--- config.mk ---
export PLATFORM = sky130hd
export DESIGN_NAME = uart_tx_fifo
export DESIGN_NICKNAME = d
export VERILOG_FILES = /design/src/rtl/uart_tx_fifo.sv
export SDC_FILE = /design/constraint.sdc
export NUM_CORES = 1
export LEC_CHECK = 0
export ABC_CLOCK_PERIOD_IN_PS = 7100
export BUFFER_PORTS_ARGS = -buffer_cell sky130_fd_sc_hd__clkbuf_2
export CAP_MARGIN = 10
export CORE_MARGIN = 1
export CORE_UTILIZATION = 48
export CTS_CLUSTER_SIZE = 28
export DETAILED_ROUTE_END_ITERATION = 10
export PLACE_DENSITY = 0.76
export SYNTH_ARGS = -nofsm -noshare
export SYNTH_HDL_FRONTEND = slang
export SYNTH_SLANG_ARGS = --single-unit
--- constraint.sdc ---
create_clock -name clk -period 7.1 [get_ports clk]
set_clock_uncertainty 0.15 [all_clocks]
set_input_delay 1.42 -clock clk [delete_from_list [all_inputs] [get_ports clk]]
set_output_delay 1.42 -clock clk [all_outputs]
set_load 0.05 [all_outputs]
--- src/rtl/uart_tx_fifo.sv ---
// Store-mapped UART transmitter: byte stores to TX_ADDR are queued in a small FIFO
// and sent 8N1. Defining UART_TX_PARITY_EN adds an even-parity bit (8E1).
module uart_tx_fifo #(
    parameter int          DEPTH        = 16,
    parameter int          CLKS_PER_BIT = 868,
    parameter logic [31:0] TX_ADDR      = 32'hFFFFFFFC
) (
    input  logic        clk,
    input  logic        rstN,
    input  logic [31:0] wData,
    input  logic [31:0] addr,
    input  logic        wEn,
    output logic        uartFifoFull,
    output logic        tx
);

    localparam int PTR_W  = $clog2(DEPTH);
    localparam int CNT_W  = PTR_W + 1;
    localparam int BAUD_W = $clog2(CLKS_PER_BIT);

`ifdef UART_TX_PARITY_EN
    typedef enum logic [2:0] {IDLE, START, DATA, PARITY, STOP} state_t;
`else
    typedef enum logic [1:0] {IDLE, START, DATA, STOP} state_t;
`endif

    state_t            state_q, state_d;
    logic [BAUD_W-1:0] baud_q, baud_d;
    logic [2:0]        bit_idx_q, bit_idx_d;
    logic [7:0]        shift_q, shift_d;
    logic              tx_q, tx_d;
    logic [PTR_W-1:0]  wr_ptr_q, wr_ptr_d;
    logic [PTR_W-1:0]  rd_ptr_q, rd_ptr_d;
    logic [CNT_W-1:0]  count_q, count_d;
`ifdef UART_TX_PARITY_EN
    logic              parity_q, parity_d;
`endif

    logic [7:0] mem [DEPTH];
    logic       push;
    logic       pop;
    logic       baud_end;
    logic       fifo_nonempty;
    logic [7:0] head;
    logic       unused_wdata;

    assign unused_wdata  = ^wData[31:8];
    assign uartFifoFull  = (count_q == CNT_W'(DEPTH));
    assign fifo_nonempty = (count_q != '0);
    assign baud_end      = (baud_q == BAUD_W'(CLKS_PER_BIT - 1));
    assign head          = mem[rd_ptr_q];
    assign tx            = tx_q;

    // Fullness comes from the registered count, so a full FIFO drops a store
    // even on the edge where the transmitter frees a slot.
    assign push = wEn && (addr == TX_ADDR) && !uartFifoFull;

    always_ff @(posedge clk) begin
        if (push) begin
            mem[wr_ptr_q] <= wData[7:0];
        end
    end

    always_comb begin
        wr_ptr_d = wr_ptr_q + PTR_W'(push);
        rd_ptr_d = rd_ptr_q + PTR_W'(pop);
        unique case ({push, pop})
            2'b10:   count_d = count_q + CNT_W'(1);
            2'b01:   count_d = count_q - CNT_W'(1);
            default: count_d = count_q;
        endcase
    end

    // tx_d is the line level for the cycle after the edge, which keeps tx a pure flop.
    always_comb begin
        state_d   = state_q;
        baud_d    = baud_end ? '0 : baud_q + BAUD_W'(1);
        bit_idx_d = bit_idx_q;
        shift_d   = shift_q;
        tx_d      = tx_q;
        pop       = 1'b0;
`ifdef UART_TX_PARITY_EN
        parity_d  = parity_q;
`endif

        unique case (state_q)
            IDLE: begin
                baud_d = '0;
                tx_d   = 1'b1;
                if (fifo_nonempty) begin
                    pop     = 1'b1;
                    state_d = START;
                    shift_d = head;
                    tx_d    = 1'b0;
`ifdef UART_TX_PARITY_EN
                    parity_d = ^head;
`endif
                end
            end
            START: begin
                if (baud_end) begin
                    state_d   = DATA;
                    bit_idx_d = 3'd0;
                    tx_d      = shift_q[0];
                end
            end
            DATA: begin
                if (baud_end) begin
                    bit_idx_d = bit_idx_q + 3'd1;
                    if (bit_idx_q == 3'd7) begin
`ifdef UART_TX_PARITY_EN
                        state_d = PARITY;
                        tx_d    = parity_q;
`else
                        state_d = STOP;
                        tx_d    = 1'b1;
`endif
                    end else begin
                        shift_d = {1'b0, shift_q[7:1]};
                        tx_d    = shift_q[1];
                    end
                end
            end
`ifdef UART_TX_PARITY_EN
            PARITY: begin
                if (baud_end) begin
                    state_d = STOP;
                    tx_d    = 1'b1;
                end
            end
`endif
            STOP: begin
                if (baud_end) begin
                    if (fifo_nonempty) begin
                        // Back-to-back frames: next start bit follows the stop bit directly.
                        pop     = 1'b1;
                        state_d = START;
                        shift_d = head;
                        tx_d    = 1'b0;
`ifdef UART_TX_PARITY_EN
                        parity_d = ^head;
`endif
                    end else begin
                        state_d = IDLE;
                        tx_d    = 1'b1;
                    end
                end
            end
            default: begin
                state_d = IDLE;
                tx_d    = 1'b1;
            end
        endcase

        if (state_d != state_q) begin
            baud_d = '0;
        end
    end

    always_ff @(posedge clk or negedge rstN) begin
        if (!rstN) begin
            state_q   <= IDLE;
            baud_q    <= '0;
            bit_idx_q <= 3'd0;
            shift_q   <= 8'h00;
            tx_q      <= 1'b1;
            wr_ptr_q  <= '0;
            rd_ptr_q  <= '0;
            count_q   <= '0;
`ifdef UART_TX_PARITY_EN
            parity_q  <= 1'b0;
`endif
        end else begin
            state_q   <= state_d;
            baud_q    <= baud_d;
            bit_idx_q <= bit_idx_d;
            shift_q   <= shift_d;
            tx_q      <= tx_d;
            wr_ptr_q  <= wr_ptr_d;
            rd_ptr_q  <= rd_ptr_d;
            count_q   <= count_d;
`ifdef UART_TX_PARITY_EN
            parity_q  <= parity_d;
`endif
        end
    end

endmodule

==> results of run 1 <==
metrics by stage:
step	cell area (um2)	power [mW]	instances	hold slack (ns)
6_report	7970	2.00	664	0.346
3_5_place_dp	7380	1.10	632	0.341
3_3_place_gp	7380	1.10	632	0.322
4_1_cts	7970	2.02	664	0.350
5_1_grt	7970	2.06	664	0.378
2_1_floorplan	7040	1.07	424	0.305
logic make-up (layout without fill, tap and decap cells):
kind of cell / Yosys count / count (layout) / synth area share (%)
and+or+nand+nor: 96 / 96 / 7.45
muxes: 34 / 34 / 11.2
adders and majority gates: 15 / 15 / 2.67
AOI/OAI and AO/OA: 70 / 70 / 6.31
buffers and inverters: 25 / 85 / 2.26
DFF: 165 / 165 / 67.8
xor gates and xnor gates: 19 / 19 / 2.36
worst reg2reg max path, delay by kind of cell (launching register included):
family	cells	cell delay, ns
xor gates and xnor gates	2	0.33
adders and majority gates	3	0.84
and+or+nand+nor	4	1.23
DFF	1	0.39
AOI/OAI and AO/OA	3	0.39
cell usage after synthesis, types with 2 or more instances:
cell type / number / area (um2)
xnor2_1: 7 / 61.3
buf_6: 3 / 33.8
nand3_1: 8 / 40.0
inv_1: 5 / 18.8
xor2_1: 12 / 105
clkbuf_1: 6 / 22.5
nand2b_1: 4 / 25.0
nor2b_1: 3 / 18.8
a21o_1: 3 / 22.5
dfrtp_1: 36 / 901
or3b_4: 2 / 22.5
or2_2: 2 / 12.5
nor2_1: 38 / 143
nand4_1: 6 / 37.5
buf_4: 2 / 15.0
ha_1: 15 / 188
o21ai_0: 10 / 50.1
edfxtp_1: 128 / 3840
a32o_1: 3 / 30.0
mux4_1: 11 / 289
nor3_1: 5 / 25.0
a21oi_1: 31 / 155
a22oi_1: 17 / 128
nand2_1: 13 / 48.8
and2_1: 2 / 12.5
buf_2: 6 / 30.0
nor4_1: 2 / 12.5
mux4_2: 21 / 473
power by group through the flow:
| stage | clock network [mW] | registers, mW | logic [mW] |
|---|---|---|---|
| 3_3_place_gp | 0 | 1.07 | 0.0296 |
| 3_5_place_dp | 0 | 1.07 | 0.0322 |
| 4_1_cts | 0.938 | 1.05 | 0.0320 |
| 2_1_floorplan | 0 | 1.07 | 0.00487 |
| 6_report | 0.924 | 1.05 | 0.0313 |
| 5_1_grt | 0.976 | 1.05 | 0.0352 |
area by class of cell:
class	count	area, um2	share of cell area, %
repair buffers	48	250	3.14
multi-input cells	234	2110	26.5
flip-flops and latches	165	4770	59.9
clock inverters	15	170	2.13
inverters	5	18.8	0.235
well taps	180	225	2.82
clock buffers	17	425	5.34
registers in the layout (all words and copies together), names as in the netlist:
signal	count
mem	128
baud_q	10
shift_q	8
count_q	5
rd_ptr_q	4
wr_ptr_q	4
bit_idx_q	3
state_q	2
tx	1
per-layer routing:
| layer | GRT usage (%) | routed length, um | part of all wire, % |
|---|---|---|---|
| met3 | 4.47 | 702 | 5.3 |
| met4 | 7.53 | 209 | 1.6 |
| met5 | 0 | 0 | 0 |
| met1 | 23.9 | 5800 | 44 |
| met2 | 32.4 | 6470 | 49 |
final timing paths:
kind                            slack (ns)                endpoint  depth (start not counted)
max in group asynchronous             5.17   rd_ptr_q[0]$_DFF_PN0_                          1
worst max-delay path                  3.45  count_q[4]$_DFFE_PN0P_                         12
worst max register to register        3.69  count_q[4]$_DFFE_PN0P_                         12
worst min register to register        0.35     baud_q[0]$_DFF_PN0_                          1
min in group asynchronous             0.98  count_q[4]$_DFFE_PN0P_                          1
worst min-delay path                  0.35     baud_q[0]$_DFF_PN0_                          1
==> run summary, run 1 <==
Status - finished clean
Setup Viol. Count Final - 0
Worst EP required - 7.30 ns
CP delay by family, top - simple AND/OR/NAND/NOR gates
Fmax - 0.274 GHz
HP Class - flip-flop to flip-flop
Crit path launch - addr[13]
P_int - 1.58 mW
CP Buf/Inv Count - 1
Yosys cell types - 51
Tmin final - 3.65 ns
Sw Ratio - 20.9%
Seq pwr share - 52.3%
Clock buffer depth - 2
Peak VDD IR - 318 uV
Power Dens Cells - 251 nW/um2
Clk sink count - 165
First-pass GRT wire length - 20400 um
Initial Utilization - 49.9%
Total grt overflow - 0
Worst Hold Launch - baud_q[0]$_DFF_PN0_
Area Overhead vs Synth - 13.2%
Number of global-route vias before repair - 3917
Most used flip-flop cell after synthesis - edfxtp_1
Vias per cell - 5.80
Largest net degree at the start of global routing - 38
Crit path arrival time - 3.85 ns
Die area - 15200 um2
Max stage delay cell, worst path - ha_1
Final count of pins violating max slew - 0
Routability congestion estimate - 0.789
Die width - 123 um
Commonest non-fill, non-tap cell in the layout - edfxtp_1
Post-CTS sizing - 0
RSZ-0062 raised after global routing - false
Worst setup margin - 3.45 ns
Slew at the pin closest to its max-slew limit - 1.08 ns
Flops & latches, synth - 165
Cell Area, Synth - 7040 um2
Startpoint types - input port
CTS Buf Count - 17
Core Region - 14100 um2
CP max FO - 8
Setup TNS - 0 ns
I/O Buffers - 44
Clk_lat worst skew - 0.43 ns
Setup bufs post-CTS - 0
CTS tree - done
Switching power - 0.417 mW
Critical path capture point type - flip-flop
Worst reg2reg startpoint - baud_q[0]$_DFF_PN0_
Slew HR - 27.7%
Chip Height - 123 um
Detailed placement HPWL - 8060 um
Via count - 3851
Syn Inst Count - 424
Number of synthesized flops with an enable pin - 128
Clock Tree Root - clkbuf_16
Largest stage delay, worst path - 0.46 ns
Mean routed wirelength per cell - 19.8 um
IO Pins - 69
Layout fillers - 1108
Combinational share of power - 1.6%
Clock power frac - 46.2%
Layout cells sized above 1 - 23.8%
Crit-path cells - clkbuf_2 -> nand4_1 -> nor4_1 -> nand3_1 -> ha_1 -> xor2_1 -> ha_1 -> o21a_1 -> o21ai_0 -> nand3b_1 -> a21oi_1 -> xor2_1
Tot GR Track Use - 19.2%
Post-layout util - 56.6%
Tcrit/Tclk final - 51.4%
Sequential element share of the synthesized area - 67.8%
Initial antenna violation count - 0
DR DRC count - 0
Site row count - 43
Remaining antenna violation count - 0
Commonest non-fill, non-tap cells in the layout - edfxtp_1, clkbuf_2, nor2_1
Pre-CTS setup slack - 3.00 ns
Syn Nets - 506
Leakage - 2.89 nW
Cts hold-fix bufs - 0
Final Hold Viols - 0
Final #Nets - 553
Fraction of registers with async set/reset - 22.4%
DRT iter0 DRCs - 282
Yosys warns - 0
First-pass DRT Iterations - 5
Crit Path Category - input port to flip-flop
Diode count - 0
Syn avg cell area - 16.6 um2
WL final - 13200 um
MaxCap Viol Count - 0
CTS H-Tree Depth - 4
Clock transition at path regs - 0.07 ns
Note: power is estimated with default switching activity, not from simulation.
==> run 2: changes to the inputs <==
--- a/config.mk
+++ b/config.mk
@@ -5,14 +5,14 @@
 export SDC_FILE = /design/constraint.sdc
 export NUM_CORES = 1
 export LEC_CHECK = 0
-export ABC_CLOCK_PERIOD_IN_PS = 7100
+export ABC_CLOCK_PERIOD_IN_PS = 3200
 export BUFFER_PORTS_ARGS = -buffer_cell sky130_fd_sc_hd__clkbuf_2
 export CAP_MARGIN = 10
 export CORE_MARGIN = 1
 export CORE_UTILIZATION = 48
 export CTS_CLUSTER_SIZE = 28
 export DETAILED_ROUTE_END_ITERATION = 10
-export PLACE_DENSITY = 0.76
+export PLACE_DENSITY = 0.78
 export SYNTH_ARGS = -nofsm -noshare
 export SYNTH_HDL_FRONTEND = slang
 export SYNTH_SLANG_ARGS = --single-unit
==> constraint.sdc (replaced) <==
create_clock -name clk -period 3.2 [get_ports clk]
set_clock_uncertainty 0.15 [all_clocks]
set_input_delay 0.64 -clock clk [delete_from_list [all_inputs] [get_ports clk]]
set_output_delay 0.64 -clock clk [all_outputs]
set_load 0.05 [all_outputs]
==> run summary, run 2 (synthesis gave the netlist of run 1 again) <==
Fmax - 0.339 GHz
I/O Buffers - 44
Switching power - 0.880 mW
Clk_lat worst skew - 0.42 ns
Largest net degree at the start of global routing - 38
Final Hold Viols - 0
CTS H-Tree Depth - 4
DR DRC count - 0
Area post-placement - 7530 um2
Routability congestion estimate - 0.798
Die width - 123 um
Initial antenna violation count - 0
Clk sink count - 165
Core Region - 14100 um2
Setup Viol. Count Final - 0
Crit Path Category - flip-flop to flip-flop
Final Instance Area - 8090 um2
Die area - 15200 um2
Slew at the pin closest to its max-slew limit - 0.927 ns
Diode count - 0
CP max FO - 4
Initial Utilization - 49.9%
Vias per cell - 5.74
Status - finished clean
Crit path arrival time - 3.14 ns
Commonest non-fill, non-tap cell in the layout - edfxtp_1
Chip Height - 123 um
Clock buffer depth - 2
Biggest register - mem
HP Class - input port to async pin
First-pass GRT wire length - 21000 um
Gr busiest metal - met2
Total grt overflow - 0
IO Pins - 69
Tmin final - 2.95 ns
Post-CTS sizing - 0
WL final - 12900 um
Slew HR - 38.2%
Power Dens Cells - 533 nW/um2
Layout cells sized above 1 - 26.0%
MaxCap Viol Count - 0
RSZ-0062 raised after global routing - false
Clock Tree Root - clkbuf_16
Via count - 3922
Met2 global-route usage - 33.7%
P_int - 3.43 mW
Number of global-route vias before repair - 4115
First-pass DRT Iterations - 4
Tcrit/Tclk final - 92.1%
Commonest non-fill, non-tap cells in the layout - edfxtp_1, clkbuf_2, nor2_1
Max reg flops - 128
Setup TNS - 0 ns
Seq. cell area - 4770 um2
Multi-input logic area - 2120 um2
Setup bufs post-CTS - 0
Mean routed wirelength per cell - 18.9 um
Cts hold-fix bufs - 0
Worst EP required - 3.39 ns
Final #Nets - 572
CTS Buf Count - 17
GR Layer Usage met1 - 23.4%
DRT iter0 DRCs - 383
Post-layout util - 57.4%
Regs by FF count - mem: 128 flops, baud_q: 10 flops, shift_q: 8 flops
Leakage - 2.97 nW
Combinational share of power - 1.5%
Area Overhead vs Synth - 15.0%
Clock power frac - 44.6%
Detailed placement HPWL - 8280 um
Tot GR Track Use - 19.3%
Final count of pins violating max slew - 0
Startpoint types - flip-flop
Remaining antenna violation count - 0
Layout fillers - 1072
Site row count - 43
Critical path capture point type - flip-flop
CTS tree - done
Clock transition at path regs - 0.06 ns
Peak VDD IR - 746 uV
Sw Ratio - 20.4%
Met3 Usage GRT - 4.75%
Seq pwr share - 53.8%
[run 2: layout make-up]
cell class / instances / area share, %
Inverter: 5 / 0.232
Tap cell: 180 / 2.78
Clock buffer: 20 / 5.39
Timing Repair Buffer: 67 / 5.01
Sequential cell: 165 / 59.0
Clock inverter: 12 / 1.48
Multi-Input combinational cell: 234 / 26.1
[run 2: power by group through the flow]
stage                     Clock, mW  Sequential [mW]  Combinational (mW)
after detailed placement          0             2.36              0.0690
final                          1.92             2.32              0.0667
after global routing           2.05             2.32              0.0764
after floorplan                   0             2.36              0.0108
after global placement            0             2.36              0.0629
after CTS                      1.96             2.32              0.0689
[run 2: through the flow]
step | hold WS (ns) | worst slack [ns] | power, mW | cells
after floorplan | 0.194 | 0.166 | 2.38 | 424
after global placement | 0.324 | 0.272 | 2.43 | 651
after CTS | 0.226 | 0.180 | 4.35 | 683
final | 0.200 | 0.254 | 4.31 | 683
after detailed placement | 0.337 | 0.205 | 2.43 | 651
after global routing | 0.265 | 0.0556 | 4.44 | 683
[run 2: worst max-delay path, cell delays in order (launching register included)]
cell     delay, ns
dfrtp_1       0.39
ha_1          0.21
nor3b_2       0.22
nor4b_4       0.25
a21oi_1       0.12
nor3_2        0.16
ha_1          0.25
xor2_1        0.16
ha_1          0.22
a31oi_1       0.11
or2_2         0.28
a21oi_1       0.18
xor2_1        0.15
[run 2: metal layers]
metal | up-vias | wire [um]
li1 | 1800 | -
met1 | 1964 | 5220
met2 | 138 | 6700
met3 | 20 | 771
met4 | 0 | 202
met5 | - | 0
[run 2: path summary, 6_finish.rpt]
path	from	end	slack (ns)	cells after the start
min in group clk	baud_q[0]$_DFF_PN0_	baud_q[0]$_DFF_PN0_	0.34	1
min	rstN	baud_q[6]$_DFF_PN0_	0.20	1
min reg2reg	baud_q[0]$_DFF_PN0_	baud_q[0]$_DFF_PN0_	0.34	1
max reg2reg	baud_q[0]$_DFF_PN0_	count_q[4]$_DFFE_PN0P_	0.25	12
max	baud_q[0]$_DFF_PN0_	count_q[4]$_DFFE_PN0P_	0.25	12
max in group asynchronous	rstN	rd_ptr_q[0]$_DFF_PN0_	2.06	1
